`src/rtl/mem_port_arbiter_pkg.sv`:
```
// Shared types and default widths for the two-port memory arbiter.
// Imported by the arbiter, its interface and the zero-extend helper.
package mem_pkg;

   localparam int MEM_ADDR_W = 12;
   localparam int MEM_DATA_W = 32;

   typedef enum logic [1:0] {
      ST_IDLE   = 2'd0,
      ST_ACCESS = 2'd1,
      ST_RESP   = 2'd2
   } state_e;

   typedef enum logic {
      PORT_F = 1'b0,
      PORT_D = 1'b1
   } port_e;

endpackage

```
`src/rtl/mem_port_arbiter_if.sv`:
```
// Memory-side bus of the arbiter: one access in flight, ready-terminated.
// master = arbiter, slave = memory.
interface mem_port_arbiter_if
   import mem_pkg::*;
#(
   parameter int DATA_W = MEM_DATA_W
);

   logic              mem_en;
   logic              mem_we;
   logic [DATA_W-1:0] mem_addr;
   logic [DATA_W-1:0] mem_wdata;
   logic              mem_ready;
   logic [DATA_W-1:0] mem_rdata;

   modport master (
      output mem_en,
      output mem_we,
      output mem_addr,
      output mem_wdata,
      input  mem_ready,
      input  mem_rdata
   );

   modport slave (
      input  mem_en,
      input  mem_we,
      input  mem_addr,
      input  mem_wdata,
      output mem_ready,
      output mem_rdata
   );

endinterface

```
`src/rtl/mem_port_arbiter_addr_zext.sv`:
```
// Zero-extends a requester address to the memory address width.
// Upper bits are always zero.
module addr_zext #(
   parameter int IN_W  = 12,
   parameter int OUT_W = 32
) (
   input  logic [IN_W-1:0]  addr,
   output logic [OUT_W-1:0] zext
);

   assign zext = OUT_W'(addr);

endmodule

```
`src/rtl/mem_port_arbiter.sv`:
```
// Round-robin arbiter for a fetch and a data port onto one memory port.
// IDLE -> ACCESS (until ready or timeout) -> RESP (one-cycle ack).
module mem_port_arbiter
   import mem_pkg::*;
#(
   parameter int ADDR_W  = MEM_ADDR_W,
   parameter int DATA_W  = MEM_DATA_W,
   parameter int TIMEOUT = 15
) (
   input  logic              clk,
   input  logic              rst_n,
   input  logic              f_req,
   input  logic              f_we,
   input  logic [ADDR_W-1:0] f_addr,
   input  logic [DATA_W-1:0] f_wdata,
   input  logic              d_req,
   input  logic              d_we,
   input  logic [ADDR_W-1:0] d_addr,
   input  logic [DATA_W-1:0] d_wdata,
   output logic              f_ack,
   output logic              d_ack,
   output logic [DATA_W-1:0] rdata,
   output logic              err,
   mem_port_arbiter_if.master mem
);

   localparam logic [8:0] TMO = 9'(TIMEOUT);

   state_e            state;
   state_e            state_n;
   port_e             last;
   port_e             sel;
   port_e             win;
   logic [7:0]        cnt;
   logic [8:0]        cnt_inc;
   logic              we_q;
   logic [ADDR_W-1:0] addr_q;
   logic [DATA_W-1:0] wdata_q;
   logic [DATA_W-1:0] addr_ext;
   logic              load;
   logic              done;
   logic              tmo;
   logic              in_acc;

   addr_zext #(
      .IN_W  (ADDR_W),
      .OUT_W (DATA_W)
   ) u_zext (
      .addr (addr_q),
      .zext (addr_ext)
   );

   assign cnt_inc = {1'b0, cnt} + 9'd1;
   assign in_acc  = (state == ST_ACCESS);

   // On a tie the port that was not served last gets the grant
   always_comb begin
      win = PORT_F;
      if (f_req && d_req)
         win = (last == PORT_F) ? PORT_D : PORT_F;
      else if (d_req)
         win = PORT_D;
   end

   always_comb begin
      state_n = state;
      load    = 1'b0;
      done    = 1'b0;
      tmo     = 1'b0;
      unique case (state)
         ST_IDLE: begin
            if (f_req || d_req) begin
               load    = 1'b1;
               state_n = ST_ACCESS;
            end
         end
         ST_ACCESS: begin
            if (mem.mem_ready) begin
               done    = 1'b1;
               state_n = ST_RESP;
            end else if (cnt_inc == TMO) begin
               tmo     = 1'b1;
               state_n = ST_RESP;
            end
         end
         ST_RESP: state_n = ST_IDLE;
         default: state_n = ST_IDLE;
      endcase
   end

   always_ff @(posedge clk or negedge rst_n) begin
      if (!rst_n) begin
         state   <= ST_IDLE;
         last    <= PORT_F;
         sel     <= PORT_F;
         cnt     <= '0;
         we_q    <= 1'b0;
         addr_q  <= '0;
         wdata_q <= '0;
         rdata   <= '0;
         err     <= 1'b0;
      end else begin
         state <= state_n;
         if (load) begin
            sel <= win;
            cnt <= '0;
            if (win == PORT_D) begin
               we_q    <= d_we;
               addr_q  <= d_addr;
               wdata_q <= d_wdata;
            end else begin
               we_q    <= f_we;
               addr_q  <= f_addr;
               wdata_q <= f_wdata;
            end
         end else if (in_acc && !mem.mem_ready) begin
            cnt <= cnt_inc[7:0];
         end
         if (done) begin
            rdata <= we_q ? '0 : mem.mem_rdata;
            err   <= 1'b0;
         end
         if (tmo) begin
            rdata <= '0;
            err   <= 1'b1;
         end
         if (state == ST_RESP)
            last <= sel;
      end
   end

   assign f_ack = (state == ST_RESP) && (sel == PORT_F);
   assign d_ack = (state == ST_RESP) && (sel == PORT_D);

   assign mem.mem_en    = in_acc;
   assign mem.mem_we    = in_acc && we_q;
   assign mem.mem_addr  = in_acc ? addr_ext : '0;
   assign mem.mem_wdata = in_acc ? wdata_q : '0;

endmodule

```
`src/flat_wrapper.sv`:
```
// flat-port wrapper written by rule: the top's interface ports become plain ports
module mem_port_arbiter_flat import mem_pkg::*;
#(
   parameter int ADDR_W  = MEM_ADDR_W,
   parameter int DATA_W  = MEM_DATA_W,
   parameter int TIMEOUT = 15
)
  (clk, rst_n, f_req, f_we, f_addr, f_wdata, d_req, d_we, d_addr, d_wdata, f_ack, d_ack, rdata, err, mem_mem_en, mem_mem_we, mem_mem_addr, mem_mem_wdata, mem_mem_ready, mem_mem_rdata);
  mem_port_arbiter_if #(.DATA_W(DATA_W)) mem_i ();
  input  logic clk;
  input  logic rst_n;
  input  logic f_req;
  input  logic f_we;
  input  logic [ADDR_W-1:0] f_addr;
  input  logic [DATA_W-1:0] f_wdata;
  input  logic d_req;
  input  logic d_we;
  input  logic [ADDR_W-1:0] d_addr;
  input  logic [DATA_W-1:0] d_wdata;
  output logic f_ack;
  output logic d_ack;
  output logic [DATA_W-1:0] rdata;
  output logic err;
  output wire logic [$bits(mem_i.mem_en)-1:0] mem_mem_en;
  output wire logic [$bits(mem_i.mem_we)-1:0] mem_mem_we;
  output wire logic [$bits(mem_i.mem_addr)-1:0] mem_mem_addr;
  output wire logic [$bits(mem_i.mem_wdata)-1:0] mem_mem_wdata;
  input wire logic [$bits(mem_i.mem_ready)-1:0] mem_mem_ready;
  input wire logic [$bits(mem_i.mem_rdata)-1:0] mem_mem_rdata;
  assign mem_mem_en = mem_i.mem_en;
  assign mem_mem_we = mem_i.mem_we;
  assign mem_mem_addr = mem_i.mem_addr;
  assign mem_mem_wdata = mem_i.mem_wdata;
  assign mem_i.mem_ready = mem_mem_ready;
  assign mem_i.mem_rdata = mem_mem_rdata;
  mem_port_arbiter #(.ADDR_W(ADDR_W), .DATA_W(DATA_W), .TIMEOUT(TIMEOUT)) u_core (.clk(clk), .rst_n(rst_n), .f_req(f_req), .f_we(f_we), .f_addr(f_addr), .f_wdata(f_wdata), .d_req(d_req), .d_we(d_we), .d_addr(d_addr), .d_wdata(d_wdata), .f_ack(f_ack), .d_ack(d_ack), .rdata(rdata), .err(err), .mem(mem_i));
endmodule
```
`config.mk`:
```
export PLATFORM = sky130hd
export DESIGN_NAME = mem_port_arbiter_flat
export DESIGN_NICKNAME = d
export VERILOG_FILES = /design/src/rtl/mem_port_arbiter_pkg.sv /design/src/rtl/mem_port_arbiter_if.sv /design/src/rtl/mem_port_arbiter_addr_zext.sv /design/src/rtl/mem_port_arbiter.sv /design/src/flat_wrapper.sv
export SDC_FILE = /design/constraint.sdc
export NUM_CORES = 1
export LEC_CHECK = 0
export CAP_MARGIN = 20
export CORE_ASPECT_RATIO = 1.75
export CORE_MARGIN = 5
export CORE_UTILIZATION = 43
export CTS_BUF_LIST = sky130_fd_sc_hd__clkbuf_2
export DETAILED_ROUTE_END_ITERATION = 10
export PLACE_DENSITY = 0.86
export SLEW_MARGIN = 30
export SYNTH_ARGS = -nofsm -noshare
export SYNTH_HDL_FRONTEND = slang
export SYNTH_HIERARCHICAL = 1
export SYNTH_SLANG_ARGS = --single-unit
```
`constraint.sdc`:
```
create_clock -name clk -period 2.4 [get_ports clk]
set_clock_uncertainty 0.15 [all_clocks]
set_input_delay 0.48 -clock clk [delete_from_list [all_inputs] [get_ports clk]]
set_output_delay 0.48 -clock clk [all_outputs]
set_load 0.05 [all_outputs]
```
==> qor.yml <==
run_status:
  status: "completed"
critical_path:
  crit_arrival_ns: 1.73
  r2r_slack_ns: 0.22
  start_kind: "flop"
  crit_path_end_kind: "output pin"
  crit_required_ns: 1.77
  r2r.worst_path.cells: 6
  reg2reg_from: "u_core/cnt[0]"
  reg2reg_to: "u_core/rdata[15]"
  critPathMaxFanout: 9
  critPathKind: "reg -> out"
cts:
  clk_pin_slew_ns: 0.28
  cts_tree: "yes"
  h-tree-depth: 3
  cts_root_buffer: "clkbuf_2"
  clkSinkCount: 90
  ctsLongestPathBuffers: 2
  clk_latency_ns: 0.54
  numCtsBuffers: 9
detailed_routing:
  vias: 4458
  wire_per_inst_um: 17.9
  totalWireLength_um: 15300
  drt_first_pass_iters: 5
  drc: 0
  avgViaCountPerCell: 5.24
  drt_iter0_drc: 256
  ant_nets: 0
die:
  core_um2: 11200
  fp-row-count: 51
  die_h_um: 151
  io-pin-count: 228
  start_util_pct: 43.8
  fp.dieW_um: 90.7
  die_area_um2: 13700
finish:
  area_growth_pct: 55.6
  nFillCells: 840
  fin_util_pct: 68.2
  final_area_um2: 7620
  layout.nets: 842
  drive_above_1_share_pct: 20.3
  fin_cells: 851
timing:
  finalHoldViolCount: 0
  rsz0062_at_grt: "yes"
  fin_ws_ns: 0.0434
  max_slew.worst_pin.slew_ns: 0.544
  setup-tns-final_ns: 0
  clock.fmax_mhz: 424
  period_minus_slack_ns: 2.36
  drv_slew: 0
  setup_viol: 0
  finalCritPeriodShare_pct: 98.2
  slew_headroom_pct: 63.7
yosys:
  synth-seq-area-share_pct: 46.0
  ys_ff_latch: 90
  synth.distinct_cells: 35
  synth.avg_cell_area_um2: 9.45
  ys_warn_count: 6
  postSynthCellCount: 518
  syn_area_um2: 4890
  synthTopCellsByArea: "dfrtp_1 (46%), mux2i_1 (9.2%), o21ai_0 (9.0%), and2_1 (8.4%), a22oi_1 (4.9%)"
  netlist.area_leader.share_pct: 46.0
  synth_top_cell_by_area: "dfrtp_1"
global_route:
  grt_usage_pct: 21.7
  grt_overflow: 0
  grt_pass1_vias: 4597
  grt_max_degree: 76
  grt_pass1_wl_um: 23600
  antenna_found_initial: 1
pwr:
  p_leak_nw: 3.42
  peakVddDrop_mv: 0.901
  p_per_area_nw_per_um2: 1390
place:
  dpl_cell_area_um2: 6850
  portBuffers: 207
  dp_hpwl_um: 10400
  routabilityCongestion: 0.807
  place_inst: 820
  pre_cts_ws_ns: 0.159
job:
  maxCapViolCount: 0
worst_hold_path:
  hp-class: "in -> async"
## power breakdown
part	total (mW)	switching, mW	internal (mW)	leakage, nW
Combinational	7.06	4.34	2.72	2.25
Sequential	2.70	0.492	2.21	1.09
Clock	0.796	0.545	0.251	0.0723
Total	10.6	5.37	5.19	3.42
## metrics by stage
| stage | power (mW) | hold slack (ns) |
|---|---|---|
| after detailed placement | 8.68 | 0.248 |
| after floorplan | 6.85 | 0.0344 |
| final | 10.6 | 0.151 |
| after global placement | 8.49 | 0.244 |
| after global routing | 11.1 | 0.123 |
| after CTS | 10.7 | 0.114 |
## critical path, stage by stage, from the launching register on
cell	delay, ns
dfrtp_2	0.47
nand2b_4	0.18
clkinv_8	0.10
buf_12	0.14
and2_4	0.16
buf_8	0.14
## synth_stat cells (all sizes together)
library cell  instances
nor2                  9
or4b                  1
xor2                  1
a21o                  1
conb                  1
nand3                 2
inv                   3
o31ai                 1
and3                  1
mux2i                45
o31a                  1
o21a                  1
clkbuf               28
or3b                  1
a22o                  2
ha                    2
a211oi                1
xnor2                 1
o21bai                1
a22oi                32
and3b                 1
dfrtp                90
nand3b                2
nand2                54
nor3                  2
nor3b                 1
nand2b               34
and2                 66
nor2b                 1
o21ai                90
buf                  40
a21boi                2
## repair_timing
item                                    CTS  global route
hold endpoints to repair                 89             0
endpoints found under the setup margin   79            48
hold buffers                              1             0
gates cloned                              6             0
pin swaps                                26             3
buffers inserted                         10             2
gates resized for setup                 157            31
## worst max-delay path by stage
| stage | from | to | cells past startpoint |
|---|---|---|---|
| 3_5_place_dp | mem_mem_ready | u_core/cnt[5] | 5 |
| 4_1_cts | u_core/state[1] | mem_mem_wdata[28] | 6 |
| 3_3_place_gp | mem_mem_ready | u_core/cnt[5] | 5 |
| 5_1_grt | u_core/state[1] | mem_mem_wdata[12] | 5 |
| 2_1_floorplan | u_core/state[1] | mem_mem_wdata[0] | 6 |
| 6_report | u_core/state[1] | mem_mem_wdata[12] | 5 |
## placed cells by master (no fill, tap or decap), types with 7 or more instances in the layout
cell type and n:
clkdlybuf4s50_1 125, o21ai_0 88, dfrtp_1 88, nand2_1 54, buf_8 45, and2_4 45
mux2i_1 45, dlygate4sd2_1 33, nand2b_1 32, a22oi_1 32, and2_1 21, conb_1 20
buf_4 17, buf_12 10, clkbuf_2 9, nor2_1 7
## cell families after synthesis
logic type,share of synthesized area (%)
AO/OA/AOI/OAI,16.0
flip-flops,46.0
other,0.0766
multiplexers,9.20
buffers and inverters,8.49
AND/OR/NAND/NOR,19.4
adder cells (fa/ha/maj),0.511
XOR/XNOR,0.358
## metal layers
layer / global-route usage, % / vias to the layer above / part of all wire (%)
li1: - / 2102 / -
met3: 5.22 / 40 / 7.3
met2: 38.2 / 216 / 54
met4: 11.5 / 0 / 3.7
met1: 23.9 / 2100 / 35
met5: 0 / - / 0
## final cells by class
class	instances	area, um^2	area share [%]
well taps	132	165	2.17
diodes	1	2.50	0.0329
clock inverters	7	75.1	0.986
flip-flops and latches	90	2250	29.6
inverters	3	23.8	0.312
clock buffers	9	45.0	0.591
repair buffers	233	2600	34.1
multi-input cells	376	2450	32.2
## sequential cells by signal, summed over array words and instances (netlist names)
| name | cells |
|---|---|
| u_core/rdata | 32 |
| u_core/wdata_q | 32 |
| u_core/addr_q | 12 |
| u_core/cnt | 8 |
| u_core/state | 2 |
| u_core/err | 1 |
| u_core/last | 1 |
| u_core/sel | 1 |
| u_core/we_q | 1 |
(Power assumes the default switching activity.)
